$ cat src/rtl/bcd_a_binario_if.sv
// Digit-entry bus for bcd_a_binario.
// gray exists only when GRAY_SALIDA_EN is defined.
interface bcd_a_binario_if;
  logic [3:0] digito_in;
  logic       digito_valido;
  logic [3:0] bin;
  logic       bin_valido;
  logic       error;
  logic       ocupado;
`ifdef GRAY_SALIDA_EN
  logic [3:0] gray;
`endif

  modport master (
    output digito_in,
    output digito_valido,
    input  bin,
    input  bin_valido,
    input  error,
    input  ocupado
`ifdef GRAY_SALIDA_EN
    ,
    input  gray
`endif
  );

  modport slave (
    input  digito_in,
    input  digito_valido,
    output bin,
    output bin_valido,
    output error,
    output ocupado
`ifdef GRAY_SALIDA_EN
    ,
    output gray
`endif
  );
endinterface

$ cat src/rtl/bcd_a_binario.sv
// Serial tens/units BCD capture rebuilding a 4-bit binary value.
// Optional registered Gray output enabled by GRAY_SALIDA_EN.
module bcd_a_binario #(
  parameter int TIMEOUT = 10000,
  parameter int MAX_VAL = 15
) (
  input logic            clk,
  input logic            rst,
  bcd_a_binario_if.slave bus
);
  localparam int TW = (TIMEOUT > 2) ? $clog2(TIMEOUT) : 1;
  localparam logic [TW-1:0] T_LAST = TW'(TIMEOUT - 1);
  localparam logic [6:0] V_MAX = 7'(MAX_VAL);

  typedef enum logic {
    ESPERA_DECENAS,
    ESPERA_UNIDADES
  } estado_t;

  estado_t       estado;
  logic [3:0]    decenas;
  logic [TW-1:0] timer;
  logic [6:0]    valor;
  logic          dig_ok;

  // 7 bits hold up to 99, so no overflow for any valid digit pair
  always_comb begin
    valor  = ({3'b000, decenas} * 7'd10) + {3'b000, bus.digito_in};
    dig_ok = (bus.digito_in <= 4'd9);
  end

  always_ff @(posedge clk) begin
    if (rst) begin
      estado         <= ESPERA_DECENAS;
      decenas        <= '0;
      timer          <= '0;
      bus.bin        <= '0;
      bus.bin_valido <= 1'b0;
      bus.error      <= 1'b0;
      bus.ocupado    <= 1'b0;
`ifdef GRAY_SALIDA_EN
      bus.gray       <= '0;
`endif
    end else begin
      bus.bin_valido <= 1'b0;
      bus.error      <= 1'b0;
      unique case (estado)
        ESPERA_DECENAS: begin
          if (bus.digito_valido) begin
            if (!dig_ok) begin
              bus.error <= 1'b1;
            end else begin
              decenas     <= bus.digito_in;
              timer       <= '0;
              estado      <= ESPERA_UNIDADES;
              bus.ocupado <= 1'b1;
            end
          end
        end
        ESPERA_UNIDADES: begin
          // a strobe on the expiry cycle takes priority over the timeout
          if (bus.digito_valido) begin
            estado      <= ESPERA_DECENAS;
            bus.ocupado <= 1'b0;
            if (!dig_ok || valor > V_MAX) begin
              bus.error <= 1'b1;
            end else begin
              bus.bin        <= valor[3:0];
              bus.bin_valido <= 1'b1;
`ifdef GRAY_SALIDA_EN
              bus.gray       <= valor[3:0] ^ (valor[3:0] >> 1);
`endif
            end
          end else if (timer == T_LAST) begin
            bus.error   <= 1'b1;
            decenas     <= '0;
            estado      <= ESPERA_DECENAS;
            bus.ocupado <= 1'b0;
          end else begin
            timer <= timer + 1'b1;
          end
        end
        default: estado <= ESPERA_DECENAS;
      endcase
    end
  end
endmodule
$ cat src/flat_wrapper.sv
// flat-port wrapper written by rule: the top's interface ports become plain ports
module bcd_a_binario_flat 
#(
  parameter int TIMEOUT = 10000,
  parameter int MAX_VAL = 15
)
  (clk, rst, bus_digito_in, bus_digito_valido, bus_bin, bus_bin_valido, bus_error, bus_ocupado);
  bcd_a_binario_if bus_i ();
  input logic clk;
  input logic rst;
  input wire logic [$bits(bus_i.digito_in)-1:0] bus_digito_in;
  input wire logic [$bits(bus_i.digito_valido)-1:0] bus_digito_valido;
  output wire logic [$bits(bus_i.bin)-1:0] bus_bin;
  output wire logic [$bits(bus_i.bin_valido)-1:0] bus_bin_valido;
  output wire logic [$bits(bus_i.error)-1:0] bus_error;
  output wire logic [$bits(bus_i.ocupado)-1:0] bus_ocupado;
  assign bus_i.digito_in = bus_digito_in;
  assign bus_i.digito_valido = bus_digito_valido;
  assign bus_bin = bus_i.bin;
  assign bus_bin_valido = bus_i.bin_valido;
  assign bus_error = bus_i.error;
  assign bus_ocupado = bus_i.ocupado;
  bcd_a_binario #(.TIMEOUT(TIMEOUT), .MAX_VAL(MAX_VAL)) u_core (.clk(clk), .rst(rst), .bus(bus_i));
endmodule
$ cat config.mk
export PLATFORM = sky130hd
export DESIGN_NAME = bcd_a_binario_flat
export DESIGN_NICKNAME = d
export VERILOG_FILES = /design/src/rtl/bcd_a_binario_if.sv /design/src/rtl/bcd_a_binario.sv /design/src/flat_wrapper.sv
export SDC_FILE = /design/constraint.sdc
export NUM_CORES = 1
export LEC_CHECK = 0
export CAP_MARGIN = 5
export CORE_MARGIN = 4
export CORE_UTILIZATION = 51
export DETAILED_ROUTE_END_ITERATION = 12
export PLACE_DENSITY = 0.82
export REMOVE_ABC_BUFFERS = 1
export SLEW_MARGIN = 20
export SYNTH_ARGS = -nofsm -noshare
export SYNTH_HDL_FRONTEND = slang
export SYNTH_SLANG_ARGS = --single-unit
$ cat constraint.sdc
create_clock -name clk -period 4.2 [get_ports clk]
set_clock_uncertainty 0.2 [all_clocks]
set_input_delay 1.26 -clock clk [delete_from_list [all_inputs] [get_ports clk]]
set_output_delay 1.26 -clock clk [all_outputs]
set_load 0.01 [all_outputs]
======== After elaboration in Yosys (flattened, before gate mapping) ========
Cells that the tools add are included.
storage, ports and cells
  memories ................................ 0
  bits in registers ....................... 26
  word-level logic and storage cells ...... 56
  latch bits .............................. 0
  bits in writable memories ............... 0
  bits in read-only memories .............. 0
  output and inout port bits .............. 7
  input port bits ......................... 7
cells by class
  eq/ne operators ......................... 7
  mux-type cells .......................... 27
  add/sub/neg operators ................... 2
  order comparisons ....................... 2
  shifts and indexed selects .............. 0
  reductions and logical operators ........ 7
  multiply operators ...................... 1
  div/mod/pow operators ................... 0
  bitwise logic cells ..................... 3
operators by type and width
  operator                                                              count
  14-bit 2-to-1 mux                                                     4
  14-bit one-hot mux with 2 select lines                                1
  4-bit 2-to-1 mux                                                      4
  14-bit by 1-bit adder with 14-bit output, second input constant       1
  14-bit == test, second input constant                                 1
  1-bit 2-to-1 mux                                                      14
  2-bit != test, second input constant                                  4
  4-bit one-hot mux with 2 select lines                                 1
  4-bit AND reduction                                                   2
  7-bit by 4-bit adder with 7-bit output                                1
  7-bit by 4-bit > comparator with 1-bit output, second input constant  1
  4-bit by 3-bit multiplier with 6-bit output, second input constant    1
  1-bit one-hot mux with 2 select lines                                 3
  3-bit AND reduction                                                   2
  4-bit less-or-equal comparator, second input constant                 1
  3-bit != test, second input constant                                  1
  1-bit inverter                                                        3
  3-bit OR reduction                                                    1
  2-bit by 1-bit != test with 1-bit output, second input constant       1
  1-bit logical NOT                                                     1
  1-bit logical OR                                                      1

======== Logic depth before layout (Yosys ltp) ========
Gate-level depths: netlist of the first run.
  depth after elaboration ................. 7
  depth in mapped cells ................... 9
  mapped depth without buffers ............ 8

======== Worst setup path after synthesis of the first run ========
Ideal clock, no wire load.
  kind .................................... in2reg
  start ................................... input port bus_digito_in[1]
  end ..................................... register u_core.bus.error
  data arrival time ....................... 2.943 ns
  data required time ...................... 3.926 ns
  path buffers ............................ 1
  setup slack ............................. 0.983 ns
  library setup time ...................... 0.074 ns
  stages .................................. 8
  path through ............................ ha_1 -> fa_1 -> a21o_2 -> o211a_1 -> and3_4 -> buf_6 -> or3_1 -> a31oi_1
on the way
  longest elaborated chain between the ends .. 6
  elaborated cells between the ends (all ways) .. 10
  those cells by class .................... add/sub (1); order compare (2); mux (5); reduce/logical (2)
ends and longest elaborated chain
  what                                                                                             RTL line                                  text
  start, declared                                                                                  flat_wrapper.sv:11                        input wire logic [$bits(bus_i.digito_in)-1:0] bus_digito_in;
  7-bit by 4-bit adder with 7-bit output / 4-bit less-or-equal comparator (equally long branches)  bcd_a_binario.sv:28, bcd_a_binario.sv:29
  7-bit by 4-bit > comparator with 1-bit output / 1-bit logical NOT (equally long branches)        n/a
  1-bit logical OR                                                                                 bcd_a_binario.sv:65                       if (!dig_ok || valor > V_MAX) begin
  1-bit 2-to-1 mux                                                                                 bcd_a_binario.sv:65
  1-bit 2-to-1 mux                                                                                 bcd_a_binario.sv:62                       if (bus.digito_valido) begin
  1-bit one-hot mux with 2 select lines *                                                          bcd_a_binario.sv:47                       unique case (estado)
  end signal, assigned                                                                             bcd_a_binario.sv:46                       bus.error <= 1'b0;
  end signal, assigned                                                                             bcd_a_binario.sv:51                       bus.error <= 1'b1;
  end signal, assigned                                                                             bcd_a_binario.sv:66                       bus.error <= 1'b1;
  end, declared                                                                                    bcd_a_binario_if.sv:32                    output error,
Mark *: on every way between the ends. The rest lies on a longest branch, timed or not.
A chain may end at the register's enable or synchronous reset.

======== Worst setup path in the final report of the first run ========
Ends and elaborated chain as after synthesis.

==> results of run 1 <==
-- layout make-up --
class                   instances  share of cell area
well taps                      30              0.0230
inverters                       4             0.00918
repair buffers                 13              0.0796
clock inverters                 1              0.0184
flip-flops and latches         26               0.318
clock buffers                   3              0.0138
multi-input cells             124               0.538
-- path summary, 6_finish.rpt --
| check | start | end | slack (ns) | depth (start not counted) |
|---|---|---|---|---|
| setup / recovery | bus_digito_in[1] | u_core.bus.error | 0.80 | 8 |
| hold / removal | u_core.bus.bin[1] | u_core.bus.bin[1] | 0.28 | 2 |
| setup reg to reg | u_core.decenas[1] | u_core.bus.error | 1.61 | 8 |
| hold reg to reg | u_core.bus.bin[1] | u_core.bus.bin[1] | 0.28 | 2 |
-- registers in the layout, indices dropped and copies added, names as in the netlist --
| signal | count |
|---|---|
| u_core.bus.ocupado | 1 |
| u_core.bus.bin | 4 |
| u_core.decenas | 4 |
| u_core.bus.error | 1 |
| u_core.bus.bin_valido | 1 |
| u_core.estado | 1 |
| u_core.timer | 14 |
-- logic make-up after synthesis --
kind of cell / count (synthesis) / share of synthesized area
AO/OA/AOI/OAI: 35 / 0.178
XOR/XNOR: 12 / 0.0730
adder cells (fa/ha/maj): 12 / 0.115
buffers and inverters: 8 / 0.0270
flip-flops: 26 / 0.362
multiplexers: 1 / 0.00783
AND/OR/NAND/NOR: 64 / 0.237
-- placed cells by master (no fill, tap or decap), drive strengths merged, types with 2 or more instances in the layout --
cell type,instances
a21o,2
clkdlybuf4s50,13
a31oi,3
nor3,9
xnor2,8
o21a,3
nor2,17
inv,4
nand4,8
and3,7
o211ai,5
o21ai,2
a21oi,7
ha,10
fa,2
o211a,2
nand2,7
clkbuf,3
xor2,4
dfxtp,26
and4b,2
nand3,8
a22o,6
-- metal layers --
| metal | up-vias | track usage |
|---|---|---|
| met1 | 596 | 0.217 |
| met4 | 0 | 0.0960 |
| met5 | - | 0 |
| met2 | 38 | 0.320 |
| li1 | 616 | - |
| met3 | 9 | 0.0252 |
-- worst max-delay path, stage by stage --
cell and delay (ns):
clkdlybuf4s50_1 0.47, ha_1 0.26, fa_1 0.45, a21o_2 0.21, o211a_1 0.13, and3_4 0.21
or3_1 0.34, a31oi_1 0.14
-- where the power goes --
part / internal [mW] / leakage, nW / switching [mW]
combinational: 0.0349 / 0.423 / 0.0460
sequential: 0.253 / 0.211 / 0.00677
clock: 0.0966 / 0.0279 / 0.0796
-- stage by stage --
stage,cell area [um^2],power [mW],instances
2_1_floorplan,1420,0.316,154
6_report,1640,0.517,201
3_5_place_dp,1580,0.345,197
4_1_cts,1640,0.520,201
5_1_grt,1640,0.544,201
3_3_place_gp,1580,0.342,197
==> impl_metrics.json, run 1 <==
{
  "synthTopCellsByArea": "dfxtp_1 (36%), ha_1 (8.7%), xnor2_1 (4.9%)",
  "clock.fmax_ghz": 0.294,
  "ant_nets": 0,
  "fin_util": 0.631,
  "endpoint_kind": "flip-flop",
  "path_class": "primary input to flip-flop",
  "yosys_register_bits": 26,
  "pwr_density_cell_nw_per_um2": 316,
  "track_usage": 0.184,
  "clk_latency_ns": 0.33,
  "core_um2": 2590,
  "viasPerCell": 6.26,
  "cts_tree": "yes",
  "clock_sinks": 26,
  "synthCells": 158,
  "synth-edff-count": 0,
  "setup_ws_ns": 0.798,
  "die_area_um2": 3740,
  "cap_violations": 0,
  "synth_common_cells": "dfxtp_1 (26), nor2_1 (17), ha_1 (10)",
  "start_util": 0.556,
  "status": "completed",
  "yosysSeqAreaShare": 0.362,
  "ys_warn_count": 0,
  "ctsHtreeMaxLevel": 1,
  "vias": 1259,
  "die_y_um": 61.1,
  "period_needed_ns": 3.40,
  "synth.distinct_cells": 39,
  "routed-wl-met2_mm": 1.45,
  "finalMaxSlewViolations": 0,
  "dp_slack_ns": 0.449,
  "grt_overflow": 0,
  "cts_resized": 0,
  "grt_first_pass_wirelength_mm": 5.23,
  "critPathRequiredTime_ns": 4.27,
  "cts_inserted_buffers": 3,
  "clk_path_buf_depth": 2,
  "finalHoldViolCount": 0,
  "arrival_ns": 3.47,
  "num_rows": 18,
  "post_cts_buffers": 0,
  "synth_ff_type": "dfxtp_1",
  "fin_nets": 191,
  "syn2layout_area_growth_pct": 13.7,
  "wl_met3_um": 128,
  "drc": 0,
  "drt_iter0_drc": 59,
  "wl_per_cell_um": 14.8,
  "seq_area_um2": 520,
  "dr.pass1.iters": 4,
  "tightest_slew_ns": 0.543,
  "port_buffers": 13,
  "grt_max_degree": 16,
  "synthDominantCellAreaShare": 0.362,
  "multi_input_area_um2": 880,
  "start_kind": "primary input",
  "synth.avg_cell_area_um2": 9.11,
  "gp_congestion": 0.868,
  "io_pins": 14,
  "synth_area_um2": 1440,
  "max-vdd-ir-drop_mv": 0.256,
  "rsz0062_at_grt": "no",
  "topRoutingLayerUsed": "met4",
  "yosysMostFrequentCell": "dfxtp_1",
  "dp_hpwl_mm": 2.26,
  "finalSetupTns_ns": 0,
  "final_layout_size_suffix_gt1_frac": 0.0526,
  "drt-met1-wl_mm": 1.33,
  "power.leakage_nw": 0.661,
  "relSlewSlack": 0.638,
  "nFillCells": 212,
  "path_clk_slew_ns": 0.15,
  "cts-root-buf": "clkbuf_4",
  "postCtsHoldBufs": 0,
  "grt_pass1_vias": 1290,
  "routed_wl_mm": 2.98,
  "worstPathMaxFanout": 6,
  "synth_area_leader_cell": "dfxtp_1",
  "setup_viol": 0,
  "whs_ns": 0.278,
  "fp.dieW_um": 61.1,
  "hold_class": "flip-flop to flip-flop",
  "n_antenna_cell": 0,
  "antenna_found_initial": 0,
  "post-route-period-util": 0.810,
  "synth-async-reset-ratio": 0
}
(Power assumes the default switching activity.)
==> run 2, diff against run 1 <==
--- a/config.mk
+++ b/config.mk
@@ -7,9 +7,9 @@
 export LEC_CHECK = 0
 export CAP_MARGIN = 5
 export CORE_MARGIN = 4
-export CORE_UTILIZATION = 51
+export CORE_UTILIZATION = 50
 export DETAILED_ROUTE_END_ITERATION = 12
-export PLACE_DENSITY = 0.82
+export PLACE_DENSITY = 0.84
 export REMOVE_ABC_BUFFERS = 1
 export SLEW_MARGIN = 20
 export SYNTH_ARGS = -nofsm -noshare
==> constraint.sdc (replaced) <==
create_clock -name clk -period 2.8 [get_ports clk]
set_clock_uncertainty 0.2 [all_clocks]
set_input_delay 0.84 -clock clk [delete_from_list [all_inputs] [get_ports clk]]
set_output_delay 0.84 -clock clk [all_outputs]
set_load 0.01 [all_outputs]
==> impl_metrics.json, run 2 (synthesized netlist as in run 1, its figures left out) <==
{
  "fin_total_pwr_mw": 0.806,
  "final_area_um2": 1760,
  "core_um2": 2760,
  "whs_ns": 0.277,
  "n_antenna_cell": 0,
  "grt_first_pass_wirelength_mm": 5.69,
  "path_class": "primary input to flip-flop",
  "dp_hpwl_mm": 2.49,
  "die_area_um2": 3800,
  "path_clk_slew_ns": 0.14,
  "crit-reg2reg-capture": "u_core.bus.bin[0]",
  "grt_overflow": 0,
  "largest_reg_flops": 14,
  "finalSetupTns_ns": 0,
  "finalHoldViolCount": 0,
  "worstPathMaxFanout": 4,
  "cap_violations": 0,
  "multi_input_area_um2": 888,
  "arrival_ns": 2.72,
  "drt_iter0_drc": 98,
  "endpoint_kind": "flip-flop",
  "drc": 0,
  "reg_top3": "u_core.timer x14, u_core.bus.bin x4, u_core.decenas x4",
  "antenna_found_initial": 0,
  "die_y_um": 61.6,
  "rsz0062_at_grt": "no",
  "pwr_density_cell_nw_per_um2": 457,
  "critPathRequiredTime_ns": 2.84,
  "nFillCells": 214,
  "vias": 1350,
  "layout_common_cells": "dfxtp_1 (26), nor2_1 (17), buf_4 (15)",
  "ctsHtreeMaxLevel": 1,
  "syn2layout_area_growth_pct": 22.5,
  "gp_congestion": 0.916,
  "dr.pass1.iters": 4,
  "fp.dieW_um": 61.6,
  "grt_max_degree": 16,
  "ff2ff_setup_slack_ns": 0.18,
  "holdPathStages": 2,
  "max-vdd-ir-drop_mv": 0.440,
  "ant_nets": 0,
  "reg2reg_depth": 9,
  "wl_per_cell_um": 15.8,
  "post-route-period-util": 0.957,
  "tightest_slew_ns": 0.550,
  "routed_wl_mm": 3.43,
  "viasPerCell": 6.22,
  "clock_sinks": 26,
  "status": "completed",
  "rr_startpoint": "u_core.decenas[1]",
  "final_layout_size_suffix_gt1_frac": 0.145,
  "clk_path_buf_depth": 2,
  "start_util": 0.522,
  "track_usage": 0.200,
  "num_rows": 19,
  "io_pins": 14,
  "final_common_cell": "dfxtp_1",
  "relSlewSlack": 0.633,
  "clk_latency_ns": 0.33,
  "finalMaxSlewViolations": 0,
  "fin_nets": 206,
  "hold_class": "flip-flop to flip-flop",
  "setup_viol": 0,
  "min_from": "u_core.bus.bin[3]",
  "grt_pass1_vias": 1274,
  "placed_cell_area_um2": 1690,
  "port_buffers": 13,
  "cts_inserted_buffers": 3,
  "largest_register": "u_core.timer",
  "cts-root-buf": "clkbuf_4",
  "start_kind": "primary input",
  "clock.fmax_ghz": 0.373,
  "hold-path-endpoint": "u_core.bus.bin[3]",
  "period_needed_ns": 2.68,
  "cts_tree": "yes",
  "seq_area_um2": 520,
  "power.leakage_nw": 0.744
}
==> run 2: changes by cell type in the layout (fill, tap and decap cells not counted), sizes merged <==
cell	previous run	this run
clkdlybuf4s50	13	11
dlymetal6s2s	0	2
buf	0	15
==> run 2: metal layers <==
metal  wire, um  track usage  vias to the layer above
met1       1500        0.252                      630
met2       1630        0.330                       60
met5          0            0                        -
met4         94       0.0939                        0
li1           -            -                      646
met3        200       0.0335                       14
==> run 2: cell type report <==
cell class | count | area share
multi-input cells | 124 | 0.504
inverters | 4 | 0.00852
clock inverters | 1 | 0.0170
flip-flops and latches | 26 | 0.295
well taps | 31 | 0.0220
repair buffers | 28 | 0.141
clock buffers | 3 | 0.0128
==> run 2: how the worst max path moves through the flow <==
stage	slack, ns	depth (start not counted)	to	start
floorplan	0.09	7	u_core.bus.error	bus_digito_in[1]
global placement	-0.33	8	u_core.bus.error	bus_digito_in[1]
detailed placement	-0.42	9	u_core.bus.bin_valido	bus_digito_in[1]
CTS	0.007	8	u_core.bus.error	bus_digito_in[1]
global route	0.03	9	u_core.bus.bin[0]	u_core.decenas[1]
finish	0.12	8	u_core.bus.bin[0]	bus_digito_in[3]
==> run 2: worst max-delay path, cell delays in order <==
cell and delay (ns):
clkdlybuf4s50_1 0.46, ha_1 0.35, a21o_1 0.21, o211a_1 0.24, o21a_1 0.20, buf_4 0.15, o211ai_1 0.17, a21oi_1 0.09
==> run 2: report_power, final <==
group          switching [mW]  total [mW]  internal, mW
Clock                   0.115       0.259         0.145
Combinational          0.0806       0.156        0.0755
Sequential             0.0106       0.391         0.380
==> run 2: repair_timing <==
item                       in CTS  in global routing
setup endpoints to repair       6                  6
gates cloned                    0                  0
buffers inserted                1                  0
hold buffers                    0                  0
pin swaps                       0                  3
resized for setup               2                  3
==> run 2: stage by stage <==
stage	util	instances	setup WS, ns
2_1_floorplan	-	154	0.0947
3_3_place_gp	0.613	212	-0.335
3_5_place_dp	0.613	212	-0.416
4_1_cts	0.636	217	0.00711
5_1_grt	0.639	217	0.0347
6_report	0.639	217	0.121
